[config.mk]
export PLATFORM = sky130hd
export DESIGN_NAME = leaf_out_rr_arbiter
export DESIGN_NICKNAME = d
export VERILOG_FILES = /design/src/rtl/leaf_arb_pkg.sv /design/src/rtl/leaf_out_rr_arbiter_rr_pick.sv /design/src/rtl/leaf_out_rr_arbiter.sv
export SDC_FILE = /design/constraint.sdc
export NUM_CORES = 1
export LEC_CHECK = 0
export BUFFER_PORTS_ARGS = -buffer_cell sky130_fd_sc_hd__buf_4
export CORE_AREA = 2 2 75 106
export CTS_BUF_LIST = sky130_fd_sc_hd__clkbuf_16
export DETAILED_ROUTE_END_ITERATION = 8
export DIE_AREA = 0 0 77 108
export SETUP_SLACK_MARGIN = 0.4
export SLEW_MARGIN = 5
export SYNTH_ARGS = -nofsm -noshare
export SYNTH_HDL_FRONTEND = slang
export SYNTH_HIERARCHICAL = 1
export SYNTH_SLANG_ARGS = --single-unit
[constraint.sdc]
create_clock -name i_clk -period 1.6 [get_ports i_clk]
set_clock_uncertainty 0.15 [all_clocks]
set_input_delay 0.32 -clock i_clk [delete_from_list [all_inputs] [get_ports i_clk]]
set_output_delay 0.32 -clock i_clk [all_outputs]
set_load 0.005 [all_outputs]
[src/rtl/leaf_arb_pkg.sv]
// Shared types and helpers for the leaf output round-robin arbiter and its
// input-side counterparts.
package leaf_arb_pkg;

    typedef enum logic {
        StIdle  = 1'b0,
        StGrant = 1'b1
    } arb_state_e;

    // Upper bound on requesters handled by the rotated-priority pick.
    localparam int unsigned MaxReq     = 32;
    localparam int unsigned MaxReqBits = 5;

    function automatic int unsigned req_bits(input int unsigned num_req);
        return (num_req > 1) ? $clog2(num_req) : 1;
    endfunction

    function automatic int unsigned burst_bits(input int unsigned max_burst);
        return $clog2(max_burst) + 1;
    endfunction

    // First set bit scanning ptr, ptr+1, ... with explicit wrap at num_req; -1 if none.
    function automatic int rr_pick_idx(input logic [MaxReq-1:0] vld,
                                       input int unsigned num_req,
                                       input int unsigned ptr);
        int          result;
        int unsigned cand;
        result = -1;
        for (int unsigned k = 0; k < MaxReq; k++) begin
            cand = ptr + k;
            if (cand >= num_req) begin
                cand = cand - num_req;
            end
            if ((k < num_req) && (result < 0) && vld[cand[MaxReqBits-1:0]]) begin
                result = int'(cand);
            end
        end
        return result;
    endfunction

endpackage

[src/rtl/leaf_out_rr_arbiter_rr_pick.sv]
// Combinational rotated-priority picker: returns the first valid requester
// at or after the round-robin pointer.
module leaf_out_rr_arbiter_rr_pick
    import leaf_arb_pkg::*;
#(
    parameter int unsigned NUM_REQ  = 2,
    parameter int unsigned REQ_BITS = req_bits(NUM_REQ)
) (
    input  logic [NUM_REQ-1:0]  i_vld,
    input  logic [REQ_BITS-1:0] i_ptr,
    output logic                o_found,
    output logic [REQ_BITS-1:0] o_idx
);

    logic [MaxReq-1:0] w_vld_ext;
    int                w_pick;

    always_comb begin
        w_vld_ext              = '0;
        w_vld_ext[NUM_REQ-1:0] = i_vld;
        w_pick                 = rr_pick_idx(w_vld_ext, NUM_REQ, 32'(i_ptr));
        o_found                = (w_pick >= 0);
        o_idx                  = o_found ? REQ_BITS'(w_pick) : '0;
    end

endmodule

[src/rtl/leaf_out_rr_arbiter.sv]
// Round-robin arbiter sharing one leaf user-to-interface port between several
// operator output streams, with bounded bursts and a registered output stage.
module leaf_out_rr_arbiter
    import leaf_arb_pkg::*;
#(
    parameter int unsigned NUM_REQ      = 2,
    parameter int unsigned PAYLOAD_BITS = 32,
    parameter int unsigned MAX_BURST    = 16,
    parameter int unsigned REQ_BITS     = req_bits(NUM_REQ),
    parameter int unsigned BURST_BITS   = burst_bits(MAX_BURST)
) (
    input  logic                            i_clk,
    input  logic                            i_reset,
    input  logic                            i_enable,
    input  logic [NUM_REQ*PAYLOAD_BITS-1:0] i_din_req,
    input  logic [NUM_REQ-1:0]              i_vld_req,
    output logic [NUM_REQ-1:0]              o_ack_req,
    output logic [PAYLOAD_BITS-1:0]         o_dout,
    output logic                            o_vld_out,
    input  logic                            i_ack_in,
    output logic [REQ_BITS-1:0]             o_src_out,
    output logic                            o_busy
);

    arb_state_e              r_state, w_state_nxt;
    logic [REQ_BITS-1:0]     r_rr_ptr, w_rr_ptr_nxt;
    logic [REQ_BITS-1:0]     r_grant_idx, w_grant_idx_nxt;
    logic [BURST_BITS-1:0]   r_burst_cnt, w_burst_cnt_nxt;
    logic                    r_vld_out;
    logic [PAYLOAD_BITS-1:0] r_dout;
    logic [REQ_BITS-1:0]     r_src_out;

    logic                    w_pick_found;
    logic [REQ_BITS-1:0]     w_pick_idx;
    logic [REQ_BITS-1:0]     w_ptr_after;
    logic [PAYLOAD_BITS-1:0] w_din_sel;
    logic                    w_grant_vld;
    logic                    w_in_grant;
    logic                    w_free;
    logic                    w_xfer;
    logic                    w_burst_last;
    logic                    w_release;

    leaf_out_rr_arbiter_rr_pick #(
        .NUM_REQ  (NUM_REQ),
        .REQ_BITS (REQ_BITS)
    ) u_rr_pick (
        .i_vld   (i_vld_req),
        .i_ptr   (r_rr_ptr),
        .o_found (w_pick_found),
        .o_idx   (w_pick_idx)
    );

    always_comb begin
        w_din_sel   = '0;
        w_grant_vld = 1'b0;
        for (int i = 0; i < NUM_REQ; i++) begin
            if (r_grant_idx == REQ_BITS'(i)) begin
                w_din_sel   = i_din_req[i*PAYLOAD_BITS +: PAYLOAD_BITS];
                w_grant_vld = i_vld_req[i];
            end
        end
    end

    assign w_in_grant   = (r_state == StGrant);
    assign w_free       = !r_vld_out || i_ack_in;
    assign w_xfer       = w_in_grant && w_grant_vld && w_free;
    assign w_burst_last = (r_burst_cnt == BURST_BITS'(MAX_BURST - 1));
    assign w_release    = (w_xfer && w_burst_last) || !w_grant_vld || !i_enable;
    // Explicit wrap so non-power-of-two requester counts rotate correctly.
    assign w_ptr_after  = (r_grant_idx == REQ_BITS'(NUM_REQ - 1)) ? '0
                                                                   : r_grant_idx + REQ_BITS'(1);

    // Gated by reset so no requester sees a handshake during the reset cycle.
    always_comb begin
        o_ack_req = '0;
        for (int i = 0; i < NUM_REQ; i++) begin
            o_ack_req[i] = w_in_grant && w_free && !i_reset && (r_grant_idx == REQ_BITS'(i));
        end
    end

    always_comb begin
        w_state_nxt     = r_state;
        w_rr_ptr_nxt    = r_rr_ptr;
        w_grant_idx_nxt = r_grant_idx;
        w_burst_cnt_nxt = r_burst_cnt;
        unique case (r_state)
            StIdle: begin
                if (i_enable && w_pick_found) begin
                    w_state_nxt     = StGrant;
                    w_grant_idx_nxt = w_pick_idx;
                    w_burst_cnt_nxt = '0;
                end
            end
            StGrant: begin
                if (w_release) begin
                    w_state_nxt  = StIdle;
                    w_rr_ptr_nxt = w_ptr_after;
                end else if (w_xfer) begin
                    w_burst_cnt_nxt = r_burst_cnt + BURST_BITS'(1);
                end
            end
            default: w_state_nxt = StIdle;
        endcase
    end

    always_ff @(posedge i_clk) begin
        if (i_reset) begin
            r_state     <= StIdle;
            r_rr_ptr    <= '0;
            r_grant_idx <= '0;
            r_burst_cnt <= '0;
        end else begin
            r_state     <= w_state_nxt;
            r_rr_ptr    <= w_rr_ptr_nxt;
            r_grant_idx <= w_grant_idx_nxt;
            r_burst_cnt <= w_burst_cnt_nxt;
        end
    end

    always_ff @(posedge i_clk) begin
        if (i_reset) begin
            r_vld_out <= 1'b0;
            r_dout    <= '0;
            r_src_out <= '0;
        end else if (w_xfer) begin
            r_vld_out <= 1'b1;
            r_dout    <= w_din_sel;
            r_src_out <= r_grant_idx;
        end else if (w_free) begin
            r_vld_out <= 1'b0;
        end
    end

    assign o_vld_out = r_vld_out;
    assign o_dout    = r_dout;
    assign o_src_out = r_src_out;
    assign o_busy    = w_in_grant || r_vld_out;

endmodule

# [After elaboration in Yosys (flattened, before gate mapping)]
# Index checks and enable logic that the tools add are counted.
[word_totals] out_inout_bits=37 input_bits=70 elab_cells=66 regBits=42
[op_classes] eq_ne=4 bitwise_logic=2 n_reduce_logical=21 n_mux=21 add_sub_neg=5 order_cmp=6
[op_table] operator="$mux W32" n=5
[op_table] operator="$ge A32 B1 Y1 const B" n=1
[op_table] operator="$ge A32 B2 Y1 const B" n=1
[op_table] operator="$lt A32 B1 Y1 const B" n=1
[op_table] operator="$sub A32 B2 Y32 const B" n=1
[op_table] operator="$mux W5" n=3
[op_table] operator="$lt A5 B6 Y1 const B" n=2
[op_table] operator="$bmux W1 S5" n=2
[op_table] operator="$pmux W5 S2" n=1
[op_table] operator="$logic_and A1 B1 Y1" n=9
[op_table] operator="$mux W1" n=9
[op_table] operator="$add A5 B1 Y5 const B" n=1
[op_table] operator="$eq A5 B4 Y1 const B" n=1
[op_table] operator="$logic_not A1 Y1" n=4
[op_table] operator="$logic_or A1 B1 Y1" n=4
[op_table] operator="$ne A2 B2 Y1 const B" n=2
[op_table] operator="$reduce_and A2 Y1" n=2
[op_table] operator="$reduce_and A3 Y1" n=1
[op_table] operator="$sub A1 B2 Y3 const B" n=1
[op_table] operator="$add A1 B1 Y2 const B" n=1
[op_table] operator="$ge A1 B2 Y1 const B" n=1
[op_table] operator="$ne A2 B1 Y1 const B" n=1
[op_table] operator="$not A1 Y1" n=2
[op_table] operator="$pmux W1 S2" n=1
[op_table] operator="2 further kinds" n=2

# [Depth between registers and ports, before layout]
# Gate-level depths: netlist (run 1).
[depth] ltp_word=12 mapped_depth=7 depth_no_buf=7

# [Modules after synthesis]
# The synthesis (run 1) kept the hierarchy.
[modules_own_cells] module="leaf_out_rr_arbiter" instances=1 seq_area_each_um2=840.8 cells_per_inst=209 area_each_um2=2130.8
[modules_own_cells] module="leaf_out_rr_arbiter_rr_pick" instances=1 seq_area_each_um2=0.0 cells_per_inst=3 area_each_um2=17.5

# [Least setup slack after synthesis (run 1)]
# No wires, ideal clock.
[synth_timing] path_kind="reg2reg" from="register r_burst_cnt[0]" to="register r_burst_cnt[0]" required_ns=1.329 path_stages_with_launch=8 period_less_slack_ns=1.782 arrival_time_ns=1.511 n_path_buf=0 setup_ns=0.121 setup_slack_ns=-0.182 cell_sequence="dfxtp_1 -> ha_1 -> and3_1 -> ha_1 -> nor2b_1 -> a31o_2 -> a21oi_1 -> mux2_2"
[synth_via] elab_chain_cells=6 elab_cells_between_ends=10 cone_classes="1 x add/sub; 2 x eq/ne; 3 x mux; 4 x reduce/logical"
[synth_rtl] item="from (decl)" line="leaf_out_rr_arbiter.sv:28" source="logic [BURST_BITS-1:0] r_burst_cnt, w_burst_cnt_nxt;"
[synth_rtl] item="from (signal assigned)" line="leaf_out_rr_arbiter.sv:117" source="r_burst_cnt <= w_burst_cnt_nxt;"
[synth_rtl] item="branches (longest 6 deep; another with $add A5 B1 Y5)"
# Several ways; the timed one is not identified. The select of a mux whose other input is x is not followed.
# A chain may end at the register's enable or synchronous reset.

# [Worst setup path after layout (run 1)]
[layout_timing] from="register r_burst_cnt[1]" to="register r_burst_cnt[0]"
[layout_via] elab_chain_cells=6
[layout_rtl] item="$eq A5 B4 Y1" line="leaf_out_rr_arbiter.sv:68" source="assign w_burst_last = (r_burst_cnt == BURST_BITS'(MAX_BURST - 1));"
[layout_rtl] item="$logic_and A1 B1 Y1" line="leaf_out_rr_arbiter.sv:69" source="assign w_release = (w_xfer && w_burst_last) || !w_grant_vld || !i_enable;"
[layout_rtl] item="$logic_or A1 B1 Y1 (2 in a row)" line="leaf_out_rr_arbiter.sv:69"
[layout_rtl] item="$ne A2 B2 Y1 (no line)"
[layout_rtl] item="$reduce_and A3 Y1 (no line)"
# Every way passes these cells.

==> reports/summary.md, run 1 <==
The flow ran to the end, but the final reports show violations. The final reports fail on setup timing. By instance count, the cell type seen most on the critical path is sky130_fd_sc_hd__ha_4. Wires add up to 7120 um. For the buffer depth of the longest clock path, the log shows 2. Number of antenna violations at the first check in global routing: 0. Synthesis produced a netlist with a net count of 284. Traced cell by cell, the critical path runs through ha_4 > and3_4 > ha_4 > nor2b_4 > a31o_4 > a21oi_4 > mux2_4.

The category of the critical setup timing path is flop to flop. After synthesis, the mean cell area works out to 10.1 um^2. In this run, distinct cell masters in the synthesized netlist total 31.

Compared with the post-synthesis result, the final layout area differs by 109%. Clock-pin slew was measured on the worst setup and hold paths at 0.06 ns. The worst-path maximum fanout works out to 3.

The logs give 37 for the floorplan row count and 1.89 nW for the leakage power figure. The largest individual stage delay along the critical path comes from the cell sky130_fd_sc_hd__dfxtp_2. The worst stage delay on the critical path was 0.34 ns; the post-layout utilization of the core was 0.615.

Depth of the most critical reg-to-reg path: 7. Share of power burned in registers: 0.372. The detail route stage leaves a number of antenna-violating nets equal to 0. After clock tree synthesis, the flow added hold-fix buffers numbering 0. The proportion of power drawn by combinational gates is 0.256, and the sequential area share after synthesis is 0.391. The total clock sinks was 42. TritonCTS built the clock tree. The run gives 26 as the final setup violation count. Data arrives at the worst endpoint at 1.67 ns. After the flow finishes, the layout carries non-filler instances totaling 481. For the pin with the worst max-slew slack, the measured transition is 0.419 ns. Routability-driven placement finished with a final weighted congestion of 0.716. The count of input and output buffers was 106.

The initial standard-cell utilization of the core came out at 0.294. After synthesis the netlist holds a flip-flop and latch count of 42. The logs give 2,374 for the via count of the first global-routing pass and 4 for the number of search-and-repair iterations in the first detailed-routing pass.

The share of Yosys cell area claimed by the top area cell type came out at 0.391. For the worst-skew pair, the clock arrives at the later sink with an insertion delay of 0.28 ns. The logs give 7310 um^2 for the core footprint and 606 MHz for the highest clock rate. In the routed design, unresolved DRC markers number 0.

In the synthesized netlist, the cells that appear most often are 42 x sky130_fd_sc_hd__dfxtp_1, 33 x sky130_fd_sc_hd__nor2_1, 32 x sky130_fd_sc_hd__a211oi_2, 32 x sky130_fd_sc_hd__mux2i_1, 7 x sky130_fd_sc_hd__inv_1. Once detailed placement completed, the half-perimeter wirelength came to 4210 um. The pin count of the biggest net entering global routing is 25.

The proportion of synthesized flip-flops having asynchronous set or reset works out to 0. Setup repair after global routing could not meet its margin everywhere. The area of the die came out at 8320 um^2. The Yosys step of the flow raised 6 warnings.

In this run the power density over the cells is 678 nW/um^2. Endpoint class of the critical path: a flop. The relative contribution of the clock network to total power is 0.372, and the share of cells above drive strength 1 is 0.828. All-layer global routing usage: 0.166. STA classifies the critical path startpoint as a flop.

After detailed routing, the number of vias per cell comes to 4.73. Yosys mapped a number of flops with a built-in enable equal to 0. The worst hold-check slack is 0.204 ns. The run gives 0.401 mV as the maximum ir drop on the vdd rail. For the number of max-slew violations in the final report, the log shows 0. The final worst setup slack was -0.0512 ns.

The routed wire length per instance was 14.8 um; the post-place setup slack was -0.108 ns. The die height is 108 um, and the initial DRC count is 42. 107 I/O pins were placed. The logs give 1.62 ns for the critical path data required time and 744 uW for the net switching power figure. The number of max-capacitance violations reported was 0. The H-tree was split into 2 levels. The number of hold violations in the final report came out at 0.

The repair_antennas step left the layout with diodes totalling 0. The total placed cells including tap cells came out at 417. After global routing the overflow that remains totals 0.

Buffers inserted during clock tree synthesis total 5. The run gives 10,900 um as the global-route wire length before repair. Among all flip-flop cells after synthesis, the most frequent one is sky130_fd_sc_hd__dfxtp_1.

Largest area contributor in the synthesized netlist: sky130_fd_sc_hd__dfxtp_1. In the final design database the tool counted 455 nets. The area of the mapped netlist is 2150 um^2. Library cell used as clock root buffer: sky130_fd_sc_hd__clkbuf_16. In the post-synthesis netlist, the biggest area contributors are sky130_fd_sc_hd__dfxtp_1 39%, sky130_fd_sc_hd__a211oi_2 19%, sky130_fd_sc_hd__mux2i_1 15%. The number of cells produced by synthesis was 212.

Worst min-delay path category: input port to flop. The run gives 0.721 as the headroom to the max-slew limit. Among all cell types in the netlist, the one instantiated most often is sky130_fd_sc_hd__dfxtp_1.

The switching part of the total power is 0.244, and the instance count along the most critical hold path is 3. The fraction of the cycle the final worst path needs was 1.03; the final critical path time including I/O delays and setup was 1.65 ns. The die is 77 um wide. Cell internal power was estimated by the tool at 2.31 mW. The final route contains 2,276 vias.
what timing repair did:
| action | in CTS | in global routing |
|---|---|---|
| pin swaps | 21 | 12 |
| buffers inserted | 38 | 11 |
| hold endpoints to repair | 0 | 0 |
| resized for setup | 101 | 48 |
| cloned | 6 | 1 |
| endpoints found under the setup margin | 77 | 76 |
registers in the layout, summed over array words and instances (netlist names):
register,count
o_dout,32
r_state,1
o_vld_out,1
r_burst_cnt,5
r_grant_idx,1
o_src_out,1
r_rr_ptr,1
layout make-up:
type	instances	area [um^2]
clock buffer	5	125
clock inverter	3	40.0
fill	623	2820
inverter	7	26.3
multi-input combinational	144	1530
sequential	42	901
tap	97	121
timing repair buffer	183	1760
path summary, 6_finish.rpt:
check,start,to,slack (ns)
setup / recovery,r_burst_cnt[1],r_burst_cnt[0],-0.05
hold / removal,i_reset,r_burst_cnt[2],0.20
setup reg to reg,r_burst_cnt[1],r_burst_cnt[0],-0.05
hold reg to reg,r_burst_cnt[4],r_burst_cnt[4],0.33
power by group through the flow:
stage                     Combinational, mW  Sequential (mW)  Clock (mW)
final                                 0.780             1.14        1.13
after global routing                  0.832             1.14        1.22
after CTS                             0.722             1.13        1.17
after detailed placement              0.528             1.15           0
after global placement                0.521             1.15           0
after floorplan                       0.290             1.15           0
metal layers:
layer  share of wire  global-route usage  wire length [um]
met4           0.016              0.0638               112
met2            0.58               0.326              4140
met3           0.035              0.0309               249
met5               0                   0                 0
met1            0.37               0.171              2620
placed cells by master (no fill, tap or decap), drive strengths merged, types with 2 or more instances in the layout:
cell and instances:
clkbuf 6, or2 2, dfxtp 42, a22o 2
a21oi 4, o21ai 3, nand3 6, nor2 33
ha 2, nor2b 2, nand2b 2, nand2 6
nor3 2, a31o 3, mux2 2, clkinv 2
mux2i 32, inv 7, buf 181, and3 4
a211oi 32
logic make-up after synthesis:
logic type      after synthesis  synth area share
fa+ha+maj                     2            0.0116
buf+inv                      26            0.0699
flops                        42             0.391
simple gates                 60             0.127
mux                          34             0.161
compound gates               48             0.239
worst max-delay path: cells and delay by family, from the launching register on:
kind / cells / cell delay, ns
muxes: 1 / 0.25
AOI/OAI and AO/OA: 2 / 0.23
DFF: 1 / 0.34
adders and majority gates: 2 / 0.31
and+or+nand+nor: 2 / 0.26
per-stage QoR:
step                      setup TNS, ns  power, mW  area (um^2)
after floorplan                 -0.0677       1.44         2360
after global placement           -0.153       1.67         3260
after detailed placement         -0.277       1.68         3260
after CTS                        -0.944       3.02         4210
after global routing              -2.11       3.19         4500
final                            -0.608       3.05         4500
(Power assumes the default switching activity.)
==> run 2: changes to the inputs <==
--- a/config.mk
+++ b/config.mk
@@ -5,11 +5,12 @@
 export SDC_FILE = /design/constraint.sdc
 export NUM_CORES = 1
 export LEC_CHECK = 0
-export BUFFER_PORTS_ARGS = -buffer_cell sky130_fd_sc_hd__buf_4
-export CORE_AREA = 2 2 75 106
-export CTS_BUF_LIST = sky130_fd_sc_hd__clkbuf_16
+export ABC_AREA = 1
+export CORE_AREA = 2 2 71 100
+export CTS_BUF_LIST = sky130_fd_sc_hd__clkbuf_4
 export DETAILED_ROUTE_END_ITERATION = 8
-export DIE_AREA = 0 0 77 108
+export DIE_AREA = 0 0 73 102
+export DONT_BUFFER_PORTS = 1
 export SETUP_SLACK_MARGIN = 0.4
 export SLEW_MARGIN = 5
 export SYNTH_ARGS = -nofsm -noshare
==> run 2 against run 1 <==
  * The run now ends clean
  * Highest routed layer unchanged
  * Final cell count shrank 14%
  * Clock power decreased by 58%
  * Synthesized cell count increased by 24%
  * Sequential power is 5% higher
  * Global-route usage is 1.3 points higher
==> reports/summary.md, run 2 <==
The H-tree depth is 2 (unchanged), and the number of search-and-repair iterations in the first detailed-routing pass is 4 (unchanged). Core footprint: 6530 um^2 (-11%). The fraction of the cycle the final worst path needs was 1.00 (-0.0324). The filler-free cell count of the finished design was 416 (-14%). By area the synthesized netlist is led by sky130_fd_sc_hd__dfxtp_1 44%, sky130_fd_sc_hd__nand2_1 16%, sky130_fd_sc_hd__a31oi_1 11%. The biggest area contributor in the post-synthesis netlist is sky130_fd_sc_hd__dfxtp_1.

The logs give 0.279 (+0.023) for the proportion of power drawn by combinational gates and 35 (-5.4%) for the floorplan row count. The tools report the library cell used as clock root buffer as sky130_fd_sc_hd__clkbuf_4. The clock edge transition at the registers on the reported setup and hold paths is 0.12 ns (+0.06 ns). The number of nets in the final layout was 415 (-8.8%).

The total placed cells including tap cells is 326 (-22%), and the residual antenna-violating net count after detailed routing is 0 (unchanged). The share of Yosys cell area claimed by the top area cell type works out to 0.444 (+0.0522). The post-synthesis register bit count is 42 (unchanged).

The worst-path maximum fanout came out at 2 (-1). The category of the critical setup timing path was flop to output pin. Sorting the synthesized cells by how often they occur yields 83 x sky130_fd_sc_hd__nand2_1, 42 x sky130_fd_sc_hd__dfxtp_1, 33 x sky130_fd_sc_hd__a31oi_1.

The sequential area share after synthesis was 0.444 (+0.0522); the leakage power figure was 1.28 nW (-32%). For the all-layer global routing usage, the log shows 0.178 (+0.0125). The endpoint with the worst hold slack was r_rr_ptr.

The aggregate global routing overflow came out at 0 (unchanged). The run gives 6 (unchanged) as the yosys synthesis warning count. The synthesized area per cell was 7.23 um^2 (-29%); the depth of the most critical reg-to-reg path was 11 (+4).

TritonCTS built the clock tree. The transition time of the tightest slew-check pin is 0.281 ns (-0.138 ns), and the final setup violation count is 0 (-100%). Number of distinct library cell variants in the gate-level netlist after synthesis: 25 (-19%). The worst register-to-register path ends at r_burst_cnt[0]. For the clock network latency to the later pin of the worst-skew pair, the log shows 0.33 ns (+0.05 ns).

sky130_fd_sc_hd__nand2_1 is the most common cell in the netlist. The buffer depth of the longest clock path is 2 (unchanged), and the number of max-slew violations in the final report is 0 (unchanged). The endpoint class of the critical path is an output pin. The placer congestion estimate was 0.736 (+2.9%).

The run finished with clean final reports. Data arrival time at the worst-slack endpoint: 1.13 ns (-0.54 ns). The run gives 0.205 (-0.167) as the relative contribution of the clock network to total power.

The via count of the first global-routing pass came out at 2,176 (-8.3%). For the post-place setup slack, the log shows -0.0105 ns (+0.0975 ns). The logs give 107 (unchanged) for the I/O pin count and 0 (unchanged) for the number of hold violations in the final report.

Proportion of synthesized flip-flops having asynchronous set or reset: 0 (unchanged). The critical path data required time came out at 1.13 ns (-0.49 ns). Worst setup slack for register-to-register paths: 0.01 ns (+0.06 ns). The vias per cell came out at 5.24 (+11%). Main flop type after synthesis: sky130_fd_sc_hd__dfxtp_1.

Number of max-capacitance violations reported: 0 (unchanged). Leaving out fill and tap cells, the most frequent cells in the layout are 73 x sky130_fd_sc_hd__nand2_1, 65 x sky130_fd_sc_hd__dlygate4sd3_1, 35 x sky130_fd_sc_hd__dfxtp_2. The run gives 1.63 mW (-29%) as the internal portion of total power. Die height: 102 um (-5.6%).

The global-route wire length before repair came out at 10,300 um (-6.0%). The switching part of the total power is 0.300 (+0.0558). For the number of cells produced by synthesis, the log shows 262 (+24%). Initial standard-cell utilization of the core: 0.291 (-0.00320). Most common library cell in the layout ignoring fill and taps: sky130_fd_sc_hd__nand2_1. The power per cell area works out to 733 nW/um^2 (+8.0%).

The final routed DRC violation total is 0 (unchanged). The count of input and output buffers is 0 (-100%), and the net count after synthesis is 334 (+18%). The tools report the area of the die as 7450 um^2 (-10%).

The highest clock rate is 625 MHz (+3.2%), and the total clock sinks is 42 (unchanged). The detailed placement HPWL is 3360 um (-20%), and the maximum ir drop on the vdd rail is 0.340 mV (-15%). The share of cells above drive strength 1 works out to 0.295 (-0.533).

The net switching power figure came out at 698 uW (-6.2%). The total CTS buffers is 5 (unchanged). The flip-flop count of the largest register, all copies and words added came out at 32 (unchanged).

The final critical path time including I/O delays and setup was 1.60 ns (-0.0519 ns); the count of flip-flops with a built-in enable after synthesis was 0 (unchanged). The area of the mapped netlist is 1900 um^2 (-12%). The pin count of the biggest net entering global routing came out at 34 (+36%).

The layout overhead on the synthesized area was 67.7%. The run gives 0 (unchanged) as the number of antenna violations at the first check in global routing. For the final worst setup slack, the log shows 0.000692 ns (+0.0519 ns). The sum of routed wire length over all layers is 6870 um (-3.4%).

The worst register-to-register path begins at r_burst_cnt[1]. Number of antenna diodes: 0 (unchanged). The tools report the hold path startpoint as i_enable. The initial DRC count is 96 (+130%), and the share of power burned in registers is 0.516 (+0.144).

Die span in x: 73 um (-5.2%). Setup repair after global routing could not meet its margin everywhere. The routed wire length per instance works out to 16.5 um (+12%). The instance count along the most critical hold path is 3 (unchanged), and the total vias in the final route is 2,181 (-4.2%). For the headroom to the max-slew limit, the log shows 0.813 (+0.0921).

In this run the worst hold path is classified as input port to flop. The startpoint type of the worst setup path was a flop.
-- run 2: cell count changes after synthesis, moves of 4 or more --
| cell | previous run | this run |
|---|---|---|
| sky130_fd_sc_hd__nor2_1 | 33 | 11 |
| sky130_fd_sc_hd__a31oi_1 | 1 | 33 |
| sky130_fd_sc_hd__clkbuf_1 | 5 | 9 |
| sky130_fd_sc_hd__and3_1 | 4 | 0 |
| sky130_fd_sc_hd__o21ai_0 | 3 | 24 |
| sky130_fd_sc_hd__a211oi_2 | 32 | 0 |
| sky130_fd_sc_hd__o21ai_1 | 0 | 11 |
| sky130_fd_sc_hd__mux2i_1 | 32 | 0 |
| sky130_fd_sc_hd__nand2_1 | 6 | 83 |
| sky130_fd_sc_hd__inv_1 | 7 | 12 |
-- run 2: final cells by class --
| type | instances | area, um^2 |
|---|---|---|
| Clock inverter | 1 | 3.75 |
| Clock buffer | 5 | 37.5 |
| Tap cell | 74 | 92.6 |
| Sequential cell | 42 | 896 |
| Fill cell | 605 | 3350 |
| Multi-Input combinational cell | 186 | 1020 |
| Inverter | 15 | 68.8 |
| Timing Repair Buffer | 93 | 1060 |
-- run 2: routing by layer --
| metal | vias up | part of all wire | track usage |
|---|---|---|---|
| met5 | - | 0 | 0 |
| met4 | 0 | 0.023 | 0.0655 |
| met3 | 15 | 0.059 | 0.0385 |
| met2 | 97 | 0.55 | 0.336 |
| met1 | 1018 | 0.37 | 0.189 |
| li1 | 1051 | - | - |
-- run 2: worst max path at each step --
stage                               from             end  cells after the start
after floorplan           r_burst_cnt[1]  r_burst_cnt[0]                     10
after global placement    r_burst_cnt[1]  r_burst_cnt[1]                     11
after detailed placement  r_burst_cnt[1]  r_burst_cnt[0]                     11
after CTS                 r_burst_cnt[0]  r_burst_cnt[0]                     11
after global routing      r_burst_cnt[1]  r_burst_cnt[0]                     11
final                            r_state          o_busy                      3
-- run 2: cells by family (layout without fill, tap and decap cells) --
logic type | count (synthesis) | after routing | synth area share
fa+ha+maj | 2 | 2 | 0.0132
simple gates | 108 | 108 | 0.232
compound gates | 76 | 76 | 0.224
flops | 42 | 42 | 0.444
buf+inv | 34 | 114 | 0.0865
-- run 2: stage by stage --
| stage | TNS (ns) | utilization | power, mW | hold WS (ns) | cell area [um^2] |
|---|---|---|---|---|---|
| finish | 0 | 0.487 | 2.33 | 0.0683 | 3180 |
| detailed placement | -0.0105 | 0.311 | 1.55 | 0.238 | 2030 |
| CTS | 0 | 0.459 | 2.28 | 0.0369 | 3000 |
| global placement | 0 | 0.311 | 1.55 | 0.238 | 2030 |
| global route | -0.550 | 0.487 | 2.48 | 0.0432 | 3180 |
| floorplan | 0 | - | 1.49 | 0.234 | 2000 |
-- run 2: power groups by stage --
stage | Combinational, mW | Clock [mW] | Sequential [mW]
4_1_cts | 0.575 | 0.507 | 1.20
3_3_place_gp | 0.340 | 0 | 1.21
6_report | 0.649 | 0.477 | 1.20
5_1_grt | 0.711 | 0.561 | 1.21
2_1_floorplan | 0.302 | 0 | 1.19
3_5_place_dp | 0.345 | 0 | 1.21
-- run 2: timing repair --
action                                  CTS  global route
buffers inserted                          8             5
endpoints found under the setup margin   69            78
hold buffers                             65             0
resized for setup                        44            36
pin swaps                                15            13
cloned                                    4             2
hold endpoints to repair                 37             0
-- run 2: critical path, cell delays in order (launching register included) --
cell and delay (ns):
sky130_fd_sc_hd__dfxtp_2 0.36, sky130_fd_sc_hd__buf_6 0.11, sky130_fd_sc_hd__buf_6 0.10, sky130_fd_sc_hd__or2_4 0.22
